===== src/rtl/mem_pkg.sv =====
// rtl/mem_pkg.sv - shared opcodes, state encoding and access-size helpers for the memory stage
package mem_pkg;

   localparam int MEM_OP_W = 5;

   localparam logic [MEM_OP_W-1:0] MEM_NOP = 5'd0;
   localparam logic [MEM_OP_W-1:0] MEM_LB  = 5'd1;
   localparam logic [MEM_OP_W-1:0] MEM_LH  = 5'd2;
   localparam logic [MEM_OP_W-1:0] MEM_LW  = 5'd3;
   localparam logic [MEM_OP_W-1:0] MEM_LBU = 5'd4;
   localparam logic [MEM_OP_W-1:0] MEM_LHU = 5'd5;
   localparam logic [MEM_OP_W-1:0] MEM_SB  = 5'd6;
   localparam logic [MEM_OP_W-1:0] MEM_SH  = 5'd7;
   localparam logic [MEM_OP_W-1:0] MEM_SW  = 5'd8;

   typedef enum logic [1:0] {
      IDLE = 2'd0,
      XFER = 2'd1,
      DONE = 2'd2
   } mem_state_e;

   function automatic logic is_load(input logic [MEM_OP_W-1:0] op);
      return (op == MEM_LB) || (op == MEM_LH) || (op == MEM_LW) ||
             (op == MEM_LBU) || (op == MEM_LHU);
   endfunction

   function automatic logic is_store(input logic [MEM_OP_W-1:0] op);
      return (op == MEM_SB) || (op == MEM_SH) || (op == MEM_SW);
   endfunction

   // Byte count of the access; 0 marks anything that bypasses memory.
   function automatic logic [2:0] mem_nbytes(input logic [MEM_OP_W-1:0] op);
      logic [2:0] n;
      n = 3'd0;
      if ((op == MEM_LB) || (op == MEM_LBU) || (op == MEM_SB)) n = 3'd1;
      if ((op == MEM_LH) || (op == MEM_LHU) || (op == MEM_SH)) n = 3'd2;
      if ((op == MEM_LW) || (op == MEM_SW))                    n = 3'd4;
      return n;
   endfunction

endpackage


===== src/rtl/mem_stage_if.sv =====
// rtl/mem_stage_if.sv - EX/MEM input, memory-controller and writeback bundle; MEM_STAGE_FWD_EN adds the forward port
interface mem_stage_if
   import mem_pkg::*;
#(
   parameter int OP_W   = MEM_OP_W,
   parameter int ADDR_W = 32,
   parameter int XLEN   = 32
);
   logic              in_valid;
   logic [OP_W-1:0]   in_aluop;
   logic [ADDR_W-1:0] in_mem_addr;
   logic [XLEN-1:0]   in_data;
   logic [4:0]        in_rd_addr;
   logic              in_rd_en;
   logic              stall_req;
   logic              mc_req;
   logic              mc_we;
   logic [ADDR_W-1:0] mc_addr;
   logic [7:0]        mc_wdata;
   logic [7:0]        mc_rdata;
   logic              mc_ack;
   logic              wb_valid;
   logic [4:0]        wb_rd_addr;
   logic              wb_rd_en;
   logic [XLEN-1:0]   wb_data;

`ifdef MEM_STAGE_FWD_EN
   logic              fwd_valid;
   logic [4:0]        fwd_rd_addr;
   logic [XLEN-1:0]   fwd_data;

   modport slave (
      input  in_valid, in_aluop, in_mem_addr, in_data, in_rd_addr, in_rd_en,
      input  mc_rdata, mc_ack,
      output stall_req, mc_req, mc_we, mc_addr, mc_wdata,
      output wb_valid, wb_rd_addr, wb_rd_en, wb_data,
      output fwd_valid, fwd_rd_addr, fwd_data
   );

   modport master (
      output in_valid, in_aluop, in_mem_addr, in_data, in_rd_addr, in_rd_en,
      output mc_rdata, mc_ack,
      input  stall_req, mc_req, mc_we, mc_addr, mc_wdata,
      input  wb_valid, wb_rd_addr, wb_rd_en, wb_data,
      input  fwd_valid, fwd_rd_addr, fwd_data
   );
`else
   modport slave (
      input  in_valid, in_aluop, in_mem_addr, in_data, in_rd_addr, in_rd_en,
      input  mc_rdata, mc_ack,
      output stall_req, mc_req, mc_we, mc_addr, mc_wdata,
      output wb_valid, wb_rd_addr, wb_rd_en, wb_data
   );

   modport master (
      output in_valid, in_aluop, in_mem_addr, in_data, in_rd_addr, in_rd_en,
      output mc_rdata, mc_ack,
      input  stall_req, mc_req, mc_we, mc_addr, mc_wdata,
      input  wb_valid, wb_rd_addr, wb_rd_en, wb_data
   );
`endif

endinterface


===== src/rtl/mem_ld_ext.sv =====
// rtl/mem_ld_ext.sv - combinational load extension: raw little-endian word + opcode to register value
module mem_ld_ext
   import mem_pkg::*;
(
   input  logic [31:0]         raw_i,
   input  logic [MEM_OP_W-1:0] op_i,
   output logic [31:0]         data_o
);

   always_comb begin
      data_o = raw_i;
      case (op_i)
         MEM_LB:  data_o = {{24{raw_i[7]}}, raw_i[7:0]};
         MEM_LBU: data_o = {24'd0, raw_i[7:0]};
         MEM_LH:  data_o = {{16{raw_i[15]}}, raw_i[15:0]};
         MEM_LHU: data_o = {16'd0, raw_i[15:0]};
         default: data_o = raw_i;
      endcase
   end

endmodule


===== src/rtl/mem_stage.sv =====
// rtl/mem_stage.sv - memory pipeline stage with byte-serial loads/stores; MEM_STAGE_FWD_EN enables the decode bypass port
module mem_stage
   import mem_pkg::*;
#(
   parameter int OP_W   = MEM_OP_W,
   parameter int ADDR_W = 32,
   parameter int XLEN   = 32
) (
   input logic        clk,
   input logic        rst,
   mem_stage_if.slave bus
);

   mem_state_e        state_q, state_d;
   logic [OP_W-1:0]   op_q, op_d;
   logic [XLEN-1:0]   data_q, data_d;
   logic [4:0]        rd_addr_q, rd_addr_d;
   logic              rd_en_q, rd_en_d;
   logic [1:0]        cnt_q, cnt_d;
   logic [31:0]       asm_q, asm_d;
   logic              mc_req_q, mc_req_d;
   logic              mc_we_q, mc_we_d;
   logic [ADDR_W-1:0] mc_addr_q, mc_addr_d;
   logic [7:0]        mc_wdata_q, mc_wdata_d;
   logic              wb_valid_q, wb_valid_d;
   logic [4:0]        wb_rd_addr_q, wb_rd_addr_d;
   logic              wb_rd_en_q, wb_rd_en_d;
   logic [XLEN-1:0]   wb_data_q, wb_data_d;

   logic [31:0]       asm_merged;
   logic [31:0]       ld_val;
   logic [1:0]        cnt_nx;
   logic              last_byte;

   // Assembly word with the byte arriving this cycle already dropped in.
   always_comb begin
      asm_merged = asm_q;
      asm_merged[{cnt_q, 3'b000} +: 8] = bus.mc_rdata;
   end

   assign cnt_nx    = cnt_q + 2'd1;
   assign last_byte = ({1'b0, cnt_q} == (mem_nbytes(op_q) - 3'd1));

   mem_ld_ext u_ld_ext (
      .raw_i  (asm_merged),
      .op_i   (op_q),
      .data_o (ld_val)
   );

   assign bus.stall_req = ((state_q == IDLE) && bus.in_valid && (mem_nbytes(bus.in_aluop) != 3'd0))
                        || (state_q == XFER);

   always_comb begin
      state_d      = state_q;
      op_d         = op_q;
      data_d       = data_q;
      rd_addr_d    = rd_addr_q;
      rd_en_d      = rd_en_q;
      cnt_d        = cnt_q;
      asm_d        = asm_q;
      mc_req_d     = mc_req_q;
      mc_we_d      = mc_we_q;
      mc_addr_d    = mc_addr_q;
      mc_wdata_d   = mc_wdata_q;
      wb_valid_d   = 1'b0;
      wb_rd_addr_d = wb_rd_addr_q;
      wb_rd_en_d   = wb_rd_en_q;
      wb_data_d    = wb_data_q;

      case (state_q)
         IDLE: begin
            if (bus.in_valid) begin
               if (mem_nbytes(bus.in_aluop) != 3'd0) begin
                  op_d       = bus.in_aluop;
                  data_d     = bus.in_data;
                  rd_addr_d  = bus.in_rd_addr;
                  rd_en_d    = bus.in_rd_en;
                  cnt_d      = 2'd0;
                  asm_d      = 32'd0;
                  mc_req_d   = 1'b1;
                  mc_we_d    = is_store(bus.in_aluop);
                  mc_addr_d  = bus.in_mem_addr;
                  mc_wdata_d = bus.in_data[7:0];
                  state_d    = XFER;
               end else begin
                  wb_valid_d   = 1'b1;
                  wb_data_d    = bus.in_data;
                  wb_rd_addr_d = bus.in_rd_addr;
                  wb_rd_en_d   = bus.in_rd_en && (bus.in_rd_addr != 5'd0);
               end
            end
         end
         XFER: begin
            if (bus.mc_ack && mc_req_q) begin
               if (last_byte) begin
                  mc_req_d     = 1'b0;
                  state_d      = DONE;
                  wb_valid_d   = 1'b1;
                  wb_rd_addr_d = rd_addr_q;
                  wb_rd_en_d   = is_load(op_q) && rd_en_q && (rd_addr_q != 5'd0);
                  wb_data_d    = is_load(op_q) ? XLEN'(ld_val) : '0;
               end else begin
                  asm_d      = asm_merged;
                  cnt_d      = cnt_nx;
                  mc_addr_d  = mc_addr_q + ADDR_W'(1);
                  mc_wdata_d = data_q[{cnt_nx, 3'b000} +: 8];
               end
            end
         end
         DONE: begin
            // The bundle still held upstream is the op just finished.
            state_d = IDLE;
         end
         default: state_d = IDLE;
      endcase
   end

   always_ff @(posedge clk) begin
      if (!rst) begin
         state_q      <= IDLE;
         op_q         <= '0;
         data_q       <= '0;
         rd_addr_q    <= '0;
         rd_en_q      <= 1'b0;
         cnt_q        <= '0;
         asm_q        <= '0;
         mc_req_q     <= 1'b0;
         mc_we_q      <= 1'b0;
         mc_addr_q    <= '0;
         mc_wdata_q   <= '0;
         wb_valid_q   <= 1'b0;
         wb_rd_addr_q <= '0;
         wb_rd_en_q   <= 1'b0;
         wb_data_q    <= '0;
      end else begin
         state_q      <= state_d;
         op_q         <= op_d;
         data_q       <= data_d;
         rd_addr_q    <= rd_addr_d;
         rd_en_q      <= rd_en_d;
         cnt_q        <= cnt_d;
         asm_q        <= asm_d;
         mc_req_q     <= mc_req_d;
         mc_we_q      <= mc_we_d;
         mc_addr_q    <= mc_addr_d;
         mc_wdata_q   <= mc_wdata_d;
         wb_valid_q   <= wb_valid_d;
         wb_rd_addr_q <= wb_rd_addr_d;
         wb_rd_en_q   <= wb_rd_en_d;
         wb_data_q    <= wb_data_d;
      end
   end

   assign bus.mc_req     = mc_req_q;
   assign bus.mc_we      = mc_we_q;
   assign bus.mc_addr    = mc_addr_q;
   assign bus.mc_wdata   = mc_wdata_q;
   assign bus.wb_valid   = wb_valid_q;
   assign bus.wb_rd_addr = wb_rd_addr_q;
   assign bus.wb_rd_en   = wb_rd_en_q;
   assign bus.wb_data    = wb_data_q;

`ifdef MEM_STAGE_FWD_EN
   assign bus.fwd_valid   = wb_valid_q && wb_rd_en_q;
   assign bus.fwd_rd_addr = wb_rd_addr_q;
   assign bus.fwd_data    = wb_data_q;
`endif

endmodule


===== src/flat_wrapper.sv =====
// flat-port wrapper written by rule: the top's interface ports become plain ports
module mem_stage_flat import mem_pkg::*;
#(
   parameter int OP_W   = MEM_OP_W,
   parameter int ADDR_W = 32,
   parameter int XLEN   = 32
)
  (clk, rst, bus_in_valid, bus_in_aluop, bus_in_mem_addr, bus_in_data, bus_in_rd_addr, bus_in_rd_en, bus_mc_rdata, bus_mc_ack, bus_stall_req, bus_mc_req, bus_mc_we, bus_mc_addr, bus_mc_wdata, bus_wb_valid, bus_wb_rd_addr, bus_wb_rd_en, bus_wb_data);
  mem_stage_if #(.OP_W(OP_W), .ADDR_W(ADDR_W), .XLEN(XLEN)) bus_i ();
  input logic clk;
  input logic rst;
  input wire logic [$bits(bus_i.in_valid)-1:0] bus_in_valid;
  input wire logic [$bits(bus_i.in_aluop)-1:0] bus_in_aluop;
  input wire logic [$bits(bus_i.in_mem_addr)-1:0] bus_in_mem_addr;
  input wire logic [$bits(bus_i.in_data)-1:0] bus_in_data;
  input wire logic [$bits(bus_i.in_rd_addr)-1:0] bus_in_rd_addr;
  input wire logic [$bits(bus_i.in_rd_en)-1:0] bus_in_rd_en;
  input wire logic [$bits(bus_i.mc_rdata)-1:0] bus_mc_rdata;
  input wire logic [$bits(bus_i.mc_ack)-1:0] bus_mc_ack;
  output wire logic [$bits(bus_i.stall_req)-1:0] bus_stall_req;
  output wire logic [$bits(bus_i.mc_req)-1:0] bus_mc_req;
  output wire logic [$bits(bus_i.mc_we)-1:0] bus_mc_we;
  output wire logic [$bits(bus_i.mc_addr)-1:0] bus_mc_addr;
  output wire logic [$bits(bus_i.mc_wdata)-1:0] bus_mc_wdata;
  output wire logic [$bits(bus_i.wb_valid)-1:0] bus_wb_valid;
  output wire logic [$bits(bus_i.wb_rd_addr)-1:0] bus_wb_rd_addr;
  output wire logic [$bits(bus_i.wb_rd_en)-1:0] bus_wb_rd_en;
  output wire logic [$bits(bus_i.wb_data)-1:0] bus_wb_data;
  assign bus_i.in_valid = bus_in_valid;
  assign bus_i.in_aluop = bus_in_aluop;
  assign bus_i.in_mem_addr = bus_in_mem_addr;
  assign bus_i.in_data = bus_in_data;
  assign bus_i.in_rd_addr = bus_in_rd_addr;
  assign bus_i.in_rd_en = bus_in_rd_en;
  assign bus_i.mc_rdata = bus_mc_rdata;
  assign bus_i.mc_ack = bus_mc_ack;
  assign bus_stall_req = bus_i.stall_req;
  assign bus_mc_req = bus_i.mc_req;
  assign bus_mc_we = bus_i.mc_we;
  assign bus_mc_addr = bus_i.mc_addr;
  assign bus_mc_wdata = bus_i.mc_wdata;
  assign bus_wb_valid = bus_i.wb_valid;
  assign bus_wb_rd_addr = bus_i.wb_rd_addr;
  assign bus_wb_rd_en = bus_i.wb_rd_en;
  assign bus_wb_data = bus_i.wb_data;
  mem_stage #(.OP_W(OP_W), .ADDR_W(ADDR_W), .XLEN(XLEN)) u_core (.clk(clk), .rst(rst), .bus(bus_i));
endmodule

===== config.mk =====
export PLATFORM = sky130hd
export DESIGN_NAME = mem_stage_flat
export DESIGN_NICKNAME = d
export VERILOG_FILES = /design/src/rtl/mem_pkg.sv /design/src/rtl/mem_stage_if.sv /design/src/rtl/mem_ld_ext.sv /design/src/rtl/mem_stage.sv /design/src/flat_wrapper.sv
export SDC_FILE = /design/constraint.sdc
export NUM_CORES = 1
export LEC_CHECK = 0
export BUFFER_PORTS_ARGS = -buffer_cell sky130_fd_sc_hd__buf_2
export CAP_MARGIN = 20
export CORE_UTILIZATION = 31
export CTS_BUF_LIST = sky130_fd_sc_hd__clkbuf_4 sky130_fd_sc_hd__clkbuf_8
export CTS_CLUSTER_DIAMETER = 60
export CTS_CLUSTER_SIZE = 16
export DETAILED_ROUTE_END_ITERATION = 10
export GPL_TIMING_DRIVEN = 0
export SLEW_MARGIN = 40
export SYNTH_ARGS = -nofsm -noshare
export SYNTH_HDL_FRONTEND = slang
export SYNTH_SLANG_ARGS = --single-unit

===== constraint.sdc =====
create_clock -name clk -period 3.1 [get_ports clk]
set_input_delay 0.31 -clock clk [delete_from_list [all_inputs] [get_ports clk]]
set_output_delay 0.31 -clock clk [all_outputs]
set_load 0.1 [all_outputs]

==> results_dict.tcl, run 1 <==
set metrics [dict create \
    die-height_um 163 \
    core_area_um2 25300 \
    multiInputGateArea_um2 4490 \
    avgViaCountPerCell 5.59 \
    cts_buffer_depth 2 \
    yosys_warnings 0 \
    run_status "finished clean" \
    irDropWorstVdd_mv 0.316 \
    drc 0 \
    stdcell_area_um2 9910 \
    synth_area_per_cell_um2 8.05 \
    slowest_stage "dfxtp_1" \
    root_buffer "clkbuf_8" \
    drtIter0Drc 904 \
    syn_inst 999 \
    port_buffers 168 \
    place_inst 1497 \
    grt_use_total_pct 23.4 \
    post-route-period-util_pct 97.8 \
    row_count 58 \
    diodes 0 \
    ant_nets 0 \
    fin_util_pct 39.1 \
    setup_viol 0 \
    final_cell_mix "nand2_1, buf_2, dfxtp_1" \
    place_area_um2 9320 \
    rrSetupSlack_ns 0.16 \
    clk_latency_ns 0.49 \
    hold_viol_final 0 \
    synth_seq_cells 160 \
    grt_overflow 0 \
    syn_area_um2 8040 \
    worstSetupEndpointType "primary output" \
    grt_first_pass_wirelength_um 46700 \
    skew_ns 0.0205 \
    cts_buffers 17 \
    dp_slack_ns -0.101 \
    tightestPinTransition_ns 0.817 \
    leakage_nw 3.97 \
    synth_edf_count 0 \
    min_path_type "in2reg" \
    grt_antenna_before_repair 0 \
    cap_violations 0 \
    ys_seq_area_share_pct 39.8 \
    min_period_ns 3.03 \
    dieArea_um2 26600 \
    final_common_cell "nand2_1" \
    hpwl_um 23500 \
    fmax_ghz 0.330 \
    firstDrtPassIters 6 \
    ctsHtreeMaxLevel 4 \
    cts-hold-fix-buffers 0 \
    fillers 2660 \
    cpPeakStageDelay_ns 0.41 \
    top_level_ports 169 \
    slew_headroom_pct 45.3 \
    fin_worst_hold_slack_ns 0.0854 \
    start_util_pct 31.8 \
    clock_sinks 160 \
    vias 8616 \
    cp-start-kind "flop" \
    reg2reg_to "u_core.asm_q[22]" \
    setup_slack_ns 0.0672 \
    cts_tree "yes" \
    stdcell_count 1541 \
    die_x_um 163 \
    worstPathCellList "nand2b_1 > clkbuf_2 > buf_2 > clkbuf_2 > nand2_1 > clkbuf_4" \
    r2r_start "u_core.op_q[0]" \
    tns_ns 0 \
    cp_max_fo 10 \
    power_mw 5.14 \
    syn_nets 1093 \
    rr_worst_depth 13 \
    grt_max_degree 17 \
    wl_per_cell_um 20.4 \
    path_class "reg2out" \
    hold_depth 3 \
    async_flop_share_pct 0 \
    crit_top_cell "clkbuf_2" \
    cp.arrival_ns 2.72 \
    wl_um 31400 \
    nets 1292 \
    grt_pass1_vias 7973 \
    p_per_area_nw_per_um2 519 \
    seq_area_um2 3200 \
    area_delta_synth_final_pct 23.2 \
    synth_cell_type_count 68 \
    report.final.slew_viol_count 0 \
    cts.reportedPaths.clkPinSlew_ns 0.09 \
    routabilityCongestion 0.881 \
    synth_ff_type "dfxtp_1" \
    cp.required_ns 2.79 \
    drive_above_1_share_pct 23.0 \
    min_to "u_core.data_q[0]" \
    min_from "bus_in_data[0]" \
]
## synthesized netlist by cell type (all sizes together), types with 8 or more instances
| cell | instances | area share (%) |
|---|---|---|
| o31ai | 14 | 1.6 |
| o221ai | 9 | 0.98 |
| a21oi | 144 | 9.0 |
| a311oi | 11 | 1.6 |
| o21ai | 46 | 2.9 |
| buf | 31 | 2.3 |
| nor2 | 55 | 2.6 |
| inv | 8 | 0.37 |
| nor2b | 35 | 2.7 |
| a22oi | 9 | 0.84 |
| clkbuf | 48 | 2.2 |
| and3 | 9 | 0.70 |
| a2bb2oi | 16 | 1.7 |
| a22o | 16 | 1.7 |
| o22ai | 8 | 0.62 |
| a32oi | 19 | 2.1 |
| nand3 | 23 | 1.4 |
| a31oi | 10 | 0.96 |
| o211a | 10 | 1.2 |
| o211ai | 14 | 1.3 |
| dfxtp | 160 | 40 |
| nand2 | 198 | 9.5 |
| nor3 | 14 | 0.87 |
| mux2i | 16 | 2.0 |
## cell type report
cell class                 count  share of cell area, %
tap                          330                   4.17
clock buffer                  20                   2.71
clock inverter                12                   1.57
multi-input combinational    752                   45.3
inverter                       8                  0.303
timing repair buffer         180                   9.64
buffer                        79                   3.95
sequential                   160                   32.3
## timing repair
item                                    in CTS  in global routing
pin swaps                                    2                  7
setup buffers                                0                 11
gates cloned                                 0                  1
endpoints found under the setup margin      57                 99
gates resized for setup                      6                 21
endpoints found under the hold margin        0                  0
## worst max-delay path, delay by kind of cell, from the launching register on
| family | cells | cell delay (ns) |
|---|---|---|
| buffers and inverters | 4 | 1.32 |
| AND/OR/NAND/NOR | 2 | 0.50 |
| flip-flops | 1 | 0.41 |
## power breakdown
part,switching (mW),internal (mW),leakage [nW]
Combinational,0.957,0.267,2.46
Sequential,0.0715,2.15,1.30
Clock,0.848,0.853,0.213
## routing by layer
layer  routed length [µm]  global-route usage, %  vias to the layer above
met4                  614                   6.37                        0
li1                     -                      -                     4051
met1                13500                   31.1                     4093
met2                14100                   37.3                      427
met3                 3090                   5.76                       45
met5                    0                      0                        -
## worst max-delay path by stage
stage / startpoint / endpoint / slack (ns)
floorplan: u_core.bus.mc_addr[0] / u_core.bus.mc_addr[18] / 0.45
detailed placement: u_core.op_q[4] / u_core.bus.wb_rd_addr[1] / -0.10
CTS: u_core.op_q[0] / u_core.asm_q[11] / 0.01
global placement: u_core.op_q[4] / u_core.bus.wb_rd_addr[4] / -0.11
global route: u_core.op_q[0] / u_core.bus.wb_rd_addr[2] / -0.02
finish: u_core.state_q[1] / bus_stall_req / 0.07
## kinds of logic after synthesis
kind of cell,share of synthesized area (%)
AO/OA/AOI/OAI,30.5
XOR/XNOR,0.109
adder cells (fa/ha/maj),1.09
buffers and inverters,4.96
flip-flops,39.8
multiplexers,1.99
AND/OR/NAND/NOR,21.5
## flip-flops by register name (all words and copies together) (netlist names), 2 cells and up
| name | count |
|---|---|
| u_core.cnt_q | 2 |
| u_core.data_q | 32 |
| u_core.bus.mc_wdata | 8 |
| u_core.asm_q | 32 |
| u_core.bus.mc_addr | 32 |
| u_core.bus.wb_data | 32 |
| u_core.rd_addr_q | 5 |
| u_core.state_q | 2 |
| u_core.op_q | 5 |
| u_core.bus.wb_rd_addr | 5 |
(Power assumes the default switching activity.)
==> inputs of run 2 (changes only) <==
- ABC_AREA: default -> 1
- CORE_MARGIN: default -> 5
==> results_dict.tcl, run 2 <==
set metrics [dict create \
    syn_inst 1530 \
    nets 1810 \
    setup_slack_ns 0.122 \
    dieArea_um2 33400 \
    cts_buffer_depth 2 \
    switchingPower_mw 2.58 \
    cp.arrival_ns 3.36 \
    clk_latency_ns 0.49 \
    syn_area_um2 9240 \
    slew_headroom_pct 42.8 \
    synth_area_per_cell_um2 6.04 \
    cts_buffers 17 \
    leakage_nw 5.42 \
    drtIter0Drc 825 \
    sequentialPowerShare_pct 40.3 \
    yosys_warnings 0 \
    cp-start-kind "flop" \
    report.final.slew_viol_count 0 \
    drive_above_1_share_pct 15.3 \
    synth_commonest_cells "nand2_1, nor2_1, inv_1, dfxtp_1, a21oi_1" \
    cpPeakStageDelay_ns 0.44 \
    synth_edf_count 0 \
    vias 10400 \
    synth_seq_cells 160 \
    tns_ns 0 \
    post_cts_buffers 0 \
    die_x_um 183 \
    rrSetupSlack_ns 0.12 \
    swShare_pct 44.5 \
    cts_tree "yes" \
    ys_top_cells_by_area "dfxtp_1, nand2_1, nor2_1" \
    async_flop_share_pct 0 \
    synth_ff_type "dfxtp_1" \
    syn_nets 1624 \
    worstPathCellList "buf_6 > inv_1 > clkbuf_2 > ha_1 > buf_1 > inv_1 > nand2_1 > nor2_1 > a22oi_1 > nand2_1 > nand3_1 > nand2_1 > nor2_1 > nor2_1" \
    min_path_type "in2reg" \
    area_delta_synth_final_pct 19.4 \
    combPwrFrac_pct 31.3 \
    clock_sinks 160 \
    fin_worst_hold_slack_ns 0.0687 \
    cap_violations 0 \
    fmax_ghz 0.336 \
    startpoint "u_core.cnt_q[0]" \
    min_from "bus_in_data[10]" \
    root_buffer "clkbuf_8" \
    synth_most_common_cell "nand2_1" \
    hold_viol_final 0 \
    top_level_ports 169 \
    avgViaCountPerCell 4.92 \
    grt_use_total_pct 21.5 \
    ys_seq_area_share_pct 34.7 \
    skew_ns 0.0265 \
    row_count 63 \
    firstDrtPassIters 5 \
    core_area_um2 29600 \
    dp_slack_ns -0.292 \
    grt_pass1_vias 9789 \
    ant_nets 0 \
    wl_um 37100 \
    die-height_um 183 \
    p_per_area_nw_per_um2 525 \
    slowest_stage "buf_1" \
    path_class "reg2reg" \
    worstSetupEndpointType "flop" \
    ctsHtreeMaxLevel 4 \
    final_cell_mix "nand2_1, nor2_1, buf_2" \
    synth_top_area_cell "dfxtp_1" \
    routabilityCongestion 0.972 \
    r2r_start "u_core.cnt_q[0]" \
    cp.required_ns 3.48 \
    tightestPinTransition_ns 0.859 \
    synth_top_area_share_pct 34.7 \
    grt_first_pass_wirelength_um 55900 \
    internal-power_mw 3.22 \
    post-route-period-util_pct 96.1 \
    start_util_pct 31.3 \
    cpLargestDelayFamily "buffers and inverters" \
    final_common_cell "nand2_1" \
    grt_max_degree 20 \
    fillers 3308 \
    grt_antenna_before_repair 2 \
    rsz0062_at_grt "false" \
    grt_overflow 0 \
    wl_per_cell_um 17.5 \
    drc 0 \
    pwr-share-clk_pct 28.4 \
    synth_cell_type_count 40 \
    cts.reportedPaths.clkPinSlew_ns 0.11 \
    irDropWorstVdd_mv 0.263 \
    crit_buf_inv 5 \
    run_status "finished clean" \
    port_buffers 168 \
    hpwl_um 29000 \
    min_period_ns 2.98 \
    cp_max_fo 12 \
    setup_viol 0 \
]
==> run 2: cell types whose count changed after synthesis, sizes merged, moves of 14 or more <==
| cell | change |
|---|---|
| nand2 | +288 |
| nor2 | +193 |
| a21oi | -59 |
| o211ai | -14 |
| a22o | -16 |
| nor2b | -27 |
| inv | +162 |
| nand3 | +43 |
| nand4 | +43 |
| a2bb2oi | -16 |
| a32oi | -19 |
| o21ai | +34 |
==> run 2: power by group through the flow <==
stage                     Combinational [mW]  Clock [mW]  Sequential [mW]
after floorplan                        0.649           0             3.07
after global placement                  1.79           0             2.38
after detailed placement                1.80           0             2.38
after CTS                               1.80        1.67             2.33
after global routing                    1.95        1.73             2.35
final                                   1.81        1.65             2.34
==> run 2: worst reg2reg max path, stage by stage, from the launching register on <==
cell,delay [ns]
dfxtp_1,0.36
buf_6,0.17
inv_1,0.19
clkbuf_2,0.34
ha_1,0.29
buf_1,0.44
inv_1,0.12
nand2_1,0.17
nor2_1,0.06
a22oi_1,0.30
nand2_1,0.11
nand3_1,0.13
nand2_1,0.06
nor2_1,0.12
nor2_1,0.05
==> run 2: metal layers <==
metal,part of all wire [%],track usage (%),up-vias,wire length [µm]
met1,43,28.6,4676,16100
li1,-,-,5218,-
met4,2.9,7.39,2,1060
met5,0.019,0,-,7
met3,7.5,3.37,64,2800
met2,46,35.6,475,17100
==> run 2: cell families (layout without fill, tap and decap cells) <==
kind of cell	Yosys count	count (layout)	share of synthesized area (%)
other	0	1	0
buffers and inverters	254	453	11.1
DFF	160	160	34.7
adders and majority gates	7	7	0.947
muxes	4	4	0.433
AOI/OAI and AO/OA	216	216	13.0
xor gates and xnor gates	5	5	0.474
and+or+nand+nor	884	884	39.5
==> run 2: what timing repair did <==
action | CTS | global route
resized for setup | 3 | 9
gates cloned | 0 | 0
endpoints found under the setup margin | 22 | 15
hold buffers | 0 | 0
==> run 2: final cells by class <==
class / instances / area (µm²) / area share, %
inverter: 171 / 642 / 5.82
timing repair buffer: 168 / 841 / 7.62
buffer: 82 / 380 / 3.45
clock buffer: 17 / 234 / 2.12
sequential: 160 / 3200 / 29.0
multi-input combinational: 1116 / 5050 / 45.8
clock inverter: 15 / 189 / 1.71
tap: 390 / 488 / 4.42
antenna: 1 / 2.50 / 0.0227
==> run 2: final timing paths <==
check / endpoint / cells after the start
worst max register to register: u_core.bus.wb_data[19] / 14
worst max-delay path: u_core.bus.wb_data[19] / 14
worst min-delay path: u_core.data_q[10] / 3
worst min register to register: u_core.data_q[24] / 2
==> run 2: through the flow <==
step	cell area, µm²	cells	utilization [%]	total power [mW]
6_report	11000	2120	37.3	5.80
5_1_grt	11000	2120	37.3	6.04
4_1_cts	11000	2120	37.2	5.81
3_5_place_dp	10600	2088	35.8	4.18
3_3_place_gp	10600	2088	35.8	4.16
2_1_floorplan	9240	1530	-	3.72
==> inputs of run 3 (changes only) <==
- BUFFER_PORTS_ARGS: -buffer_cell sky130_fd_sc_hd__buf_2 -> default
- CORE_ASPECT_RATIO: default -> 1.1
- DONT_BUFFER_PORTS: default -> 1
- clock period: 3.1 -> 3.64 ns (I/O delays scaled with it)
==> results_dict.tcl, run 3 (synthesis gave the netlist of run 2 again) <==
set metrics [dict create \
    fmax_ghz 0.298 \
    firstDrtPassIters 5 \
    grt_overflow 0 \
    wl_per_cell_um 18.9 \
    fin_util_pct 35.2 \
    leakage_nw 4.75 \
    row_count 66 \
    cpPeakStageDelay_ns 0.43 \
    use_met2_pct 35.3 \
    routabilityCongestion 0.969 \
    worstSetupEndpointType "flop" \
    nets 1654 \
    dieArea_um2 33400 \
    tns_ns 0 \
    clock_sinks 160 \
    min_period_ns 3.35 \
    pwr-share-clk_pct 30.9 \
    cts_buffer_depth 2 \
    cp.arrival_ns 3.80 \
    top_level_ports 169 \
    rsz0062_at_grt "false" \
    fin_worst_hold_slack_ns 0.00244 \
    cp-start-kind "flop" \
    worstPathCellList "buf_6 > inv_1 > clkbuf_2 > ha_1 > nor2_4 > nand2_1 > o21ai_1 > nand3_1 > nand3_2 > buf_6 > nand3_1 > nand2_1 > nor2_1 > nor2_1" \
    met1_usage_pct 26.0 \
    skew_ns 0.0251 \
    global_route.peak_usage_layer "met2" \
    cts_tree "yes" \
    root_buffer "clkbuf_8" \
    grt_first_pass_wirelength_um 55600 \
    setup_viol 0 \
    run_status "finished clean" \
    path_class "reg2reg" \
    min_path_type "in2reg" \
    post-route-period-util_pct 92.1 \
    cts_buffers 17 \
    clk_latency_ns 0.51 \
    drive_above_1_share_pct 11.1 \
    power_mw 4.96 \
    diodes 0 \
    drc 0 \
    internal-power_mw 2.80 \
    hold_depth 2 \
    port_buffers 0 \
    setup_slack_ns 0.287 \
    ant_nets 0 \
    grt_pass1_vias 9465 \
    rr_worst_depth 14 \
    hpwl_um 28600 \
    report.final.slew_viol_count 0 \
    core_area_um2 29500 \
    ctsHtreeMaxLevel 4 \
    tightestPinTransition_ns 0.812 \
    p_per_area_nw_per_um2 478 \
    combPwrFrac_pct 15.6 \
    dp_slack_ns 0.119 \
    cp_max_fo 12 \
    sequentialPowerShare_pct 53.5 \
    area_delta_synth_final_pct 12.3 \
    startpoint "u_core.cnt_q[0]" \
    vias 10000 \
    final_cell_mix "nand2_1, nor2_1, inv_1" \
    grt_max_degree 19 \
    wl_um 36700 \
    r2r_start "u_core.cnt_q[0]" \
    swShare_pct 43.4 \
    grt_antenna_before_repair 0 \
    cts.reportedPaths.clkPinSlew_ns 0.12 \
    grt_util_met3_pct 6.01 \
    slowest_stage "dfxtp_1" \
    irDropWorstVdd_mv 0.264 \
    start_util_pct 31.4 \
    drtIter0Drc 846 \
    hold_viol_final 0 \
    min_from "bus_in_data[22]" \
    die-height_um 191 \
    switchingPower_mw 2.15 \
    slew_headroom_pct 45.4 \
    grt_use_total_pct 21.5 \
    cap_violations 0 \
    avgViaCountPerCell 5.14 \
    cp.required_ns 4.08 \
    final_common_cell "nand2_1" \
    die_x_um 175 \
]
[run 3: cell count changes in the layout (fill, tap and decap cells not counted), sizes merged]
cell	delta
buf	-169
dlygate4sd3	+11
diode	-1
clkinv	+1
clkbuf	+2
bufinv	+2
clkinvlp	-2
inv	-1
[run 3: final timing paths]
| check | endpoint | slack [ns] |
|---|---|---|
| worst max-delay path | u_core.bus.wb_data[30] | 0.29 |
| worst min register to register | u_core.data_q[28] | 0.46 |
| worst max register to register | u_core.bus.wb_data[30] | 0.29 |
| worst min-delay path | u_core.data_q[22] | 0.002 |
[run 3: power groups by stage]
stage	combinational (mW)	sequential [mW]	clock [mW]
floorplan	0.553	2.61	0
global placement	0.744	2.67	0
detailed placement	0.753	2.69	0
CTS	0.767	2.65	1.53
global route	0.869	2.67	1.61
finish	0.774	2.65	1.53
[run 3: area by class of cell]
cell class	count	area [µm²]
clock inverters	15	219
repair buffers	11	110
plain buffers	83	383
flip-flops and latches	160	3300
clock buffers	17	234
multi-input cells	1116	5020
well taps	374	468
fillers	3252	19100
inverters	171	642
[run 3: through the flow]
stage | area, µm² | std cells
6_report | 10400 | 1947
5_1_grt | 10400 | 1947
4_1_cts | 10400 | 1947
3_5_place_dp | 9820 | 1904
3_3_place_gp | 9710 | 1904
2_1_floorplan | 9240 | 1530
[run 3: critical path, delay by kind of cell, from the launching register on]
family,cells,cell delay (ns)
compound gates,1,0.37
fa+ha+maj,1,0.43
buf+inv,4,0.76
flops,1,0.43
simple gates,8,1.27
[run 3: metal layers]
layer | share of wire [%] | vias to the layer above
met2 | 46 | 461
met5 | 0 | -
li1 | - | 4887
met1 | 41 | 4573
met4 | 4.2 | 0
met3 | 8.9 | 84
[run 3: repair_timing]
item                                    in CTS  in global routing
hold buffers                                11                  0
buffers inserted                             0                  0
endpoints found under the setup margin       0                 16
endpoints found under the hold margin       11                  0
resized for setup                            0                  2
